**config.mk**
```make
export PLATFORM = sky130hd
export DESIGN_NAME = hazard_scoreboard
export DESIGN_NICKNAME = d
export VERILOG_FILES = /design/src/rtl/hazard_scoreboard.sv
export SDC_FILE = /design/constraint.sdc
export NUM_CORES = 1
export LEC_CHECK = 0
export ABC_AREA = 1
export CORE_MARGIN = 10
export CORE_UTILIZATION = 28
export CTS_BUF_LIST = sky130_fd_sc_hd__clkbuf_16
export CTS_CLUSTER_DIAMETER = 200
export DETAILED_ROUTE_END_ITERATION = 8
export PLACE_DENSITY = 0.58
export SYNTH_ARGS = -nofsm -noshare
export SYNTH_HDL_FRONTEND = slang
export SYNTH_SLANG_ARGS = --single-unit
```
**constraint.sdc**
```tcl
create_clock -name clk -period 1.7 [get_ports clk]
set_clock_uncertainty 0.2 [all_clocks]
set_input_delay 0.17 -clock clk [delete_from_list [all_inputs] [get_ports clk]]
set_output_delay 0.17 -clock clk [all_outputs]
set_load 0.005 [all_outputs]
```
**src/rtl/hazard_scoreboard.sv**
```systemverilog
// Hazard scoreboard: shadows the EX/MEM/WB destinations, raises load-use and
// memory-wait stalls, and reports pending writes. HAZARD_SB_STATS_EN adds stall_cycles.
module hazard_scoreboard (
    input  logic        clk,
    input  logic        rst_n,
    input  logic        id_valid,
    input  logic [1:0]  id_rs,
    input  logic [1:0]  id_rt,
    input  logic        id_use_rs,
    input  logic        id_use_rt,
    input  logic [1:0]  id_rd,
    input  logic        id_regwrite,
    input  logic        id_memread,
    input  logic        flush,
    input  logic        mem_ready,
    output logic        stall_id,
    output logic        bubble_ex,
    output logic [1:0]  ex_rd,
    output logic [1:0]  mem_rd,
    output logic [1:0]  wb_rd,
    output logic        ex_regwrite,
    output logic        mem_regwrite,
    output logic        wb_regwrite,
`ifdef HAZARD_SB_STATS_EN
    output logic [15:0] stall_cycles,
`endif
    output logic [3:0]  pend_mask
);

    typedef struct packed {
        logic       regwrite;
        logic [1:0] rd;
        logic       memread;
    } slot_t;

    localparam slot_t BUBBLE_SLOT = 4'b0000;

    slot_t ex_r;
    slot_t mem_r;
    slot_t wb_r;
    slot_t id_slot_s;
    logic  advance_s;
    logic  issue_s;
    logic  load_use_s;

    // One-hot destination of a slot, empty when the slot does not write
    function automatic logic [3:0] dest_onehot(input slot_t s);
        logic [3:0] m;
        m = 4'b0000;
        if (s.regwrite) begin
            m[s.rd] = 1'b1;
        end else begin
            m = 4'b0000;
        end
        return m;
    endfunction

    // Hazard detection; only a load sitting in EX can force a stall, later stages forward
    always_comb begin
        load_use_s = 1'b0;
        id_slot_s  = BUBBLE_SLOT;
        if (id_valid && ex_r.regwrite && ex_r.memread) begin
            load_use_s = (id_use_rs && (id_rs == ex_r.rd)) ||
                         (id_use_rt && (id_rt == ex_r.rd));
        end else begin
            load_use_s = 1'b0;
        end
        id_slot_s.regwrite = id_regwrite;
        id_slot_s.rd       = id_rd;
        id_slot_s.memread  = id_memread;
    end

    assign advance_s = mem_ready;
    assign stall_id  = load_use_s | ~mem_ready;
    assign issue_s   = id_valid & ~stall_id & ~flush;
    assign bubble_ex = advance_s & ~issue_s;

    // Slot pipeline: shift on advance; a frozen pipeline still lets flush squash EX
    always_ff @(posedge clk or negedge rst_n) begin
        if (!rst_n) begin
            ex_r  <= BUBBLE_SLOT;
            mem_r <= BUBBLE_SLOT;
            wb_r  <= BUBBLE_SLOT;
        end else if (advance_s) begin
            wb_r  <= mem_r;
            mem_r <= ex_r;
            ex_r  <= issue_s ? id_slot_s : BUBBLE_SLOT;
        end else if (flush) begin
            ex_r  <= BUBBLE_SLOT;
            mem_r <= mem_r;
            wb_r  <= wb_r;
        end else begin
            ex_r  <= ex_r;
            mem_r <= mem_r;
            wb_r  <= wb_r;
        end
    end

    assign ex_rd        = ex_r.rd;
    assign mem_rd       = mem_r.rd;
    assign wb_rd        = wb_r.rd;
    assign ex_regwrite  = ex_r.regwrite;
    assign mem_regwrite = mem_r.regwrite;
    assign wb_regwrite  = wb_r.regwrite;
    assign pend_mask    = dest_onehot(ex_r) | dest_onehot(mem_r) | dest_onehot(wb_r);

`ifdef HAZARD_SB_STATS_EN
    // Saturating count of cycles a real instruction spent stalled in ID
    always_ff @(posedge clk or negedge rst_n) begin
        if (!rst_n) begin
            stall_cycles <= 16'h0000;
        end else if (id_valid && stall_id && (stall_cycles != 16'hFFFF)) begin
            stall_cycles <= stall_cycles + 16'h0001;
        end else begin
            stall_cycles <= stall_cycles;
        end
    end
`endif

endmodule

```
==> qor.csv, run 1 <==
metric,value,unit
synth_nets,97,
antenna_found_initial,0,
critPathMaxStageDelay,0.42,ns
syn_avg_cell_area,7.28,µm²
postSynthCellCount,82,
grt-ovfl-total,0,
syn-cell-area,597,µm²
tightest_slew,0.460,ns
dr.pass1.iters,4,
status,"finished, final reports clean",
dp_slack,-0.369,ns
via_per_inst,4.68,
crit_required,1.33,ns
critical_path.cell_chain,inv_2 -> nand2_1 -> nand2_1 -> nand3_1 -> nand2_1 -> nand2_2 -> a21boi_2 -> buf_2,
r2r_start,ex_rd[1],
synth_top_family_by_area,simple AND/OR/NAND/NOR gates,
setup_slack,0.0526,ns
postRouteAntennaNets,0,
end_kind,primary output,
peakVddDrop,0.000519,V
die_h,66.2,µm
h-tree-depth,1,
reg2reg_slack,0.30,ns
grt_pass1_vias,744,
maxCapViolCount,0,
cts_root_buf,clkbuf_16,
rr_worst_depth,9,
io_pins,30,
fin_nets,142,
clk_latency,0.23,ns
start_util,29.8,%
rsz0062_at_grt,yes,
yosys_warnings,0,
drc,0,
cp_common_cell,nand2_1,
rr_endpoint,ex_rd[1],
period_minus_slack,1.65,ns
nFillCells,196,
ctsLongestPathBuffers,2,
io_buffers,29,
setup.worst_path.start,ex_rd[1],
cts_tree,done,
yosys.area_share.adder,0,%
crit_arrival,1.28,ns
drt_iter0_drc,48,
ys_seq_area_share,41.9,%
die_w,66.2,µm
critPathSlowestCell,dfrtp_2,
grt_usage,9.46,%
dp_hpwl,1500,µm
place_inst,145,
yosys.area.top_type,dfrtp_1,
syn_to_final_growth,79.9,%
die-area,0.00438,mm²
clk_pin_slew_worst_paths,0.04,ns
crit_type,reg -> out,
muxShareOfSynthArea,1.89,%
core_area,0.00200,mm²
hp-class,in -> async,
drv_slew,0,
numCtsBuffers,3,
max-slew-margin-rel,69.2,%
leakage,0.525,nW
cts.sinks,10,
final_cells,152,
synth-compound-area-share,12.2,%
power_density,753,mW/mm²
worstSetupStartpointType,register,
yosysUniqueCellTypes,17,
finalHoldViolations,0,
drive_above_1_share,28.0,%
fmax,0.607,GHz
routed_wl,1930,µm
synth_top_area_share,41.9,%
vias,711,
grt_max_degree,17,
ys_ff_latch,10,
synth_area_leaders,"dfrtp_1 42%, nand2_1 16%, nand3_1 8.4%",
antenna_cells,0,
post_drt_wl_per_cell,12.7,µm
synthSimpleGateAreaFrac,31.9,%
grt_pass1_wl,3320,µm
synthXorXnorAreaFrac,0,%
gp_congestion,0.755,
setup_viol,0,
crit_path_max_fanout,4,
cts_hold_buffers,0,
crit_end,bubble_ex,
tns,0,ns
finalCritPeriodShare,96.9,%
placementRows,16,
-- Yosys cell counts, drive strengths merged --
cell type and number:
o311ai 4, o21ai 5, nand4 4, buf 3, nor2 2, nand3 10
dfrtp 10, inv 13, nand2 26, a21boi 1, mux2 1, a21oi 1
and3 1, clkbuf 1
-- kinds of logic (layout without fill, tap and decap cells) --
logic type	Yosys count	count (layout)
buffers and inverters	17	60
multiplexers	1	1
AO/OA/AOI/OAI	11	11
AND/OR/NAND/NOR	43	43
flip-flops	10	10
-- how the worst min path moves through the flow --
stage,from,endpoint
global placement,ex_r[0],ex_r[0]
detailed placement,ex_r[0],ex_r[0]
finish,rst_n,wb_regwrite
floorplan,rst_n,ex_r[0]
CTS,rst_n,mem_rd[0]
global route,rst_n,wb_regwrite
-- worst max-delay path: cells and delay by family, from the launching register on --
family | cells | cell delay [ns]
flops | 1 | 0.42
simple gates | 5 | 0.31
buf+inv | 2 | 0.19
compound gates | 1 | 0.11
-- final cells by class --
cell class | count | area, µm² | area share (%)
flip-flops and latches | 10 | 253 | 23.5
well taps | 27 | 33.8 | 3.15
clock buffers | 3 | 75.1 | 6.99
multi-input cells | 55 | 290 | 27.0
repair buffers | 44 | 373 | 34.7
inverters | 13 | 48.8 | 4.55
-- sequential cells by signal, indices dropped and copies added, names as in the netlist --
signal,count
ex_rd,2
ex_regwrite,1
mem_regwrite,1
wb_regwrite,1
ex_r,1
mem_rd,2
wb_rd,2
-- per-stage QoR --
stage	hold slack (ns)	utilization [%]	power, mW	instance area [µm²]
6_report	0.0599	53.6	0.809	1070
5_1_grt	0.108	53.6	0.846	1070
4_1_cts	0.0799	53.0	0.819	1060
3_5_place_dp	0.269	48.9	0.408	980
3_3_place_gp	0.266	48.9	0.406	980
2_1_floorplan	-0.326	-	0.310	597
-- timing repair --
action / CTS / global route
pin swaps: 1 / 2
setup endpoints to repair: 6 / 5
buffers inserted: 4 / 0
gates resized for setup: 25 / 6
-- metal layers --
metal / vias up / global-route usage [%] / share of wire (%)
met5: - / 0 / 0
met4: 0 / 3.14 / 0
met3: 0 / 3.90 / 8.5
met2: 24 / 14.7 / 46
met1: 327 / 11.5 / 46
li1: 360 / - / -
-- cell usage in the layout (no fill, tap or decap) --
| master | instances |
|---|---|
| buf_4 | 17 |
| buf_2 | 4 |
| a21boi_2 | 1 |
| dfrtp_1 | 8 |
| nand2_2 | 1 |
| dfrtp_2 | 2 |
| a21oi_1 | 1 |
| nand2_1 | 25 |
| mux2_2 | 1 |
| clkdlybuf4s50_1 | 21 |
| nor2_1 | 2 |
| nand4_1 | 4 |
| inv_1 | 11 |
| clkdlybuf4s15_1 | 1 |
| nand3_2 | 1 |
| clkbuf_16 | 3 |
| o311ai_0 | 1 |
| o311ai_2 | 1 |
| o21ai_0 | 5 |
| and3_2 | 1 |
| clkbuf_2 | 1 |
| inv_2 | 2 |
| o311ai_1 | 2 |
| nand3_1 | 9 |
-- report_power, final --
part	switching [mW]	internal (mW)	total (mW)
clock	0.100	0.304	0.404
sequential	0.0121	0.251	0.263
combinational	0.0577	0.0835	0.141
total	0.170	0.639	0.809
Power figures use the tool's default switching activity.
==> inputs of run 2 (changes only) <==
--- a/config.mk
+++ b/config.mk
@@ -11,7 +11,7 @@
 export CTS_BUF_LIST = sky130_fd_sc_hd__clkbuf_16
 export CTS_CLUSTER_DIAMETER = 200
 export DETAILED_ROUTE_END_ITERATION = 8
-export PLACE_DENSITY = 0.58
+export PLACE_DENSITY_LB_ADDON = 0.1
 export SYNTH_ARGS = -nofsm -noshare
 export SYNTH_HDL_FRONTEND = slang
 export SYNTH_SLANG_ARGS = --single-unit
==> run 2 against run 1 <==
Compared with the run above: the run now ends with setup timing left; largest cell class unchanged; via count grew 3.7%; flip-flop and latch count unchanged; largest power group unchanged; critical path type unchanged; core utilization is 4.5 points higher; register-to-register slack lost 0.19 ns; critical endpoint unchanged.
==> qor.csv, run 2 (synthesis results as in run 1) <==
metric,value,unit,change
grt_pass1_wl,3050,µm,-8.1%
r2r_start,ex_rd[0],,
fin_nets,148,,+4.2%
grt_usage,8.77,%,-0.69 points
rsz0062_at_grt,yes,,
syn_to_final_growth,95.0,%,
failed_checks,setup timing,,
cp_top_family,flip-flops,,
antenna_found_initial,0,,unchanged
period_minus_slack,1.75,ns,+0.102 ns
setup_viol,1,,+1
cts_root_buf,clkbuf_16,,
core_area,0.00200,mm²,unchanged
gp_congestion,0.764,,+1.1%
ctsLongestPathBuffers,2,,unchanged
drt_iter0_drc,29,,-40%
critPathMaxStageDelay,0.39,ns,-0.03 ns
critPathSlowestCell,dfrtp_1,,
grt_pass1_vias,701,,-5.8%
dp_hpwl,1460,µm,-3.0%
layout_common_cells,"22 x nand2_1, 21 x clkdlybuf4s50_1, 19 x buf_4, 11 x inv_1, 10 x dfrtp_1",,
start_util,29.8,%,unchanged
placed_area,0.00101,mm²,+3.1%
die_h,66.2,µm,unchanged
setup.worst_path.start,ex_rd[0],,
numCtsBuffers,3,,unchanged
vias,737,,+3.7%
leakage,0.601,nW,+14%
tightest_slew,0.472,ns,+0.0122 ns
postRouteAntennaNets,0,,unchanged
max-slew-margin-rel,68.4,%,-0.81 points
drive_above_1_share,33.6,%,+5.6 points
grt-ovfl-total,0,,unchanged
drc,0,,unchanged
die_w,66.2,µm,unchanged
maxCapViolCount,0,,unchanged
hp-class,in -> async,,
cts_tree,done,,
h-tree-depth,1,,unchanged
cp_common_cell,nand2_2,,
clk_latency,0.23,ns,about the same
fin_util,58.1,%,+4.5 points
crit_arrival,1.38,ns,+0.10 ns
cts.sinks,10,,unchanged
crit_type,reg -> out,,
status,"finished, violations left",,
antenna_cells,0,,unchanged
final_common_cell,nand2_1,,
routed_wl,2060,µm,+7.2%
peakVddDrop,0.000519,V,+0.10%
setup_slack,-0.0496,ns,-0.102 ns
via_per_inst,4.66,,-0.28%
post_drt_wl_per_cell,13.1,µm,+3.1%
finalCritPeriodShare,103,%,+6.0 points
die-area,0.00438,mm²,unchanged
nFillCells,188,,-4.1%
grt_max_degree,17,,unchanged
hold_ws,0.0635,ns,+0.00357 ns
fmax,0.572,GHz,-5.8%
drv_slew,0,,unchanged
finalHoldViolations,0,,unchanged
place_inst,149,,+2.8%
io_pins,30,,unchanged
crit_required,1.33,ns,about the same
worstSetupStartpointType,register,,
placementRows,16,,unchanged
tns,-0.0496,ns,-0.0496 ns
design_area,0.00116,mm²,+8.4%
power_density,715,mW/mm²,-5.1%
cts_hold_buffers,0,,unchanged
end_kind,primary output,,
critical_path.cell_chain,buf_6 -> inv_4 -> nand2_2 -> nand2_2 -> nand3_2 -> nand2_2 -> nand2_2 -> a21boi_2 -> buf_2,,
clk_pin_slew_worst_paths,0.04,ns,about the same
crit_path_max_fanout,3,,-1
io_buffers,29,,unchanged
final_cells,158,,+3.9%
dr.pass1.iters,4,,unchanged
worst-path-buf-inv,3,,+1
==> run 2: cell count changes in the layout (fill, tap and decap cells not counted), sizes merged <==
cell           before  now
dlymetal6s2s        0    1
buf                21   26
clkbuf              4    5
clkdlybuf4s15       1    0
==> run 2: power breakdown <==
| group | leakage (nW) | internal [mW] | total, mW | switching, mW |
|---|---|---|---|---|
| Combinational | 0.427 | 0.0935 | 0.162 | 0.0689 |
| Clock | 0.0370 | 0.305 | 0.408 | 0.104 |
| Sequential | 0.136 | 0.251 | 0.261 | 0.0101 |
| Total | 0.601 | 0.649 | 0.831 | 0.183 |
==> run 2: layout make-up <==
cell class                      instances  area [µm²]  area share, %
Timing Repair Buffer                   50         429           36.9
Multi-Input combinational cell         55         324           27.8
Sequential cell                        10         250           21.5
Clock buffer                            3        75.1           6.45
Inverter                               13        51.3           4.41
Tap cell                               27        33.8           2.90
==> run 2: path summary, 6_finish.rpt <==
kind | end | slack, ns | depth (start not counted)
max reg2reg | ex_rd[0] | 0.11 | 11
min in group clk | ex_r[0] | 0.28 | 2
max in group asynchronous | ex_rd[0] | 0.92 | 1
min | wb_regwrite | 0.06 | 1
min reg2reg | ex_r[0] | 0.28 | 2
max | bubble_ex | -0.05 | 9
==> run 2: worst register-to-register path: stages, from the launching register on <==
cell and delay, ns:
dfrtp_1 0.39, buf_6 0.13, inv_4 0.06, nand2_2 0.04, nand2_2 0.06, nand3_2 0.06
nand2_2 0.08, nand2_2 0.07, buf_4 0.14, buf_4 0.13, nand4_1 0.06, nand2_1 0.05
==> run 2: through the flow <==
step           power [mW]  setup WS [ns]
5_1_grt             0.873         -0.150
6_report            0.831        -0.0496
4_1_cts             0.827        -0.0742
3_3_place_gp        0.413         -0.349
3_5_place_dp        0.414         -0.364
2_1_floorplan       0.310          0.369
==> run 2: routing by layer <==
| metal | global-route usage [%] | vias to the layer above | wire [µm] |
|---|---|---|---|
| li1 | - | 367 | - |
| met2 | 13.4 | 22 | 997 |
| met4 | 4.71 | 0 | 14 |
| met3 | 3.73 | 2 | 157 |
| met5 | 0 | - | 0 |
| met1 | 10.1 | 346 | 895 |
==> run 2: repair_timing <==
action / in CTS / in global routing
cloned: 0 / 0
buffers inserted: 4 / 3
setup endpoints to repair: 6 / 9
gates resized for setup: 18 / 23
pin swaps: 2 / 6
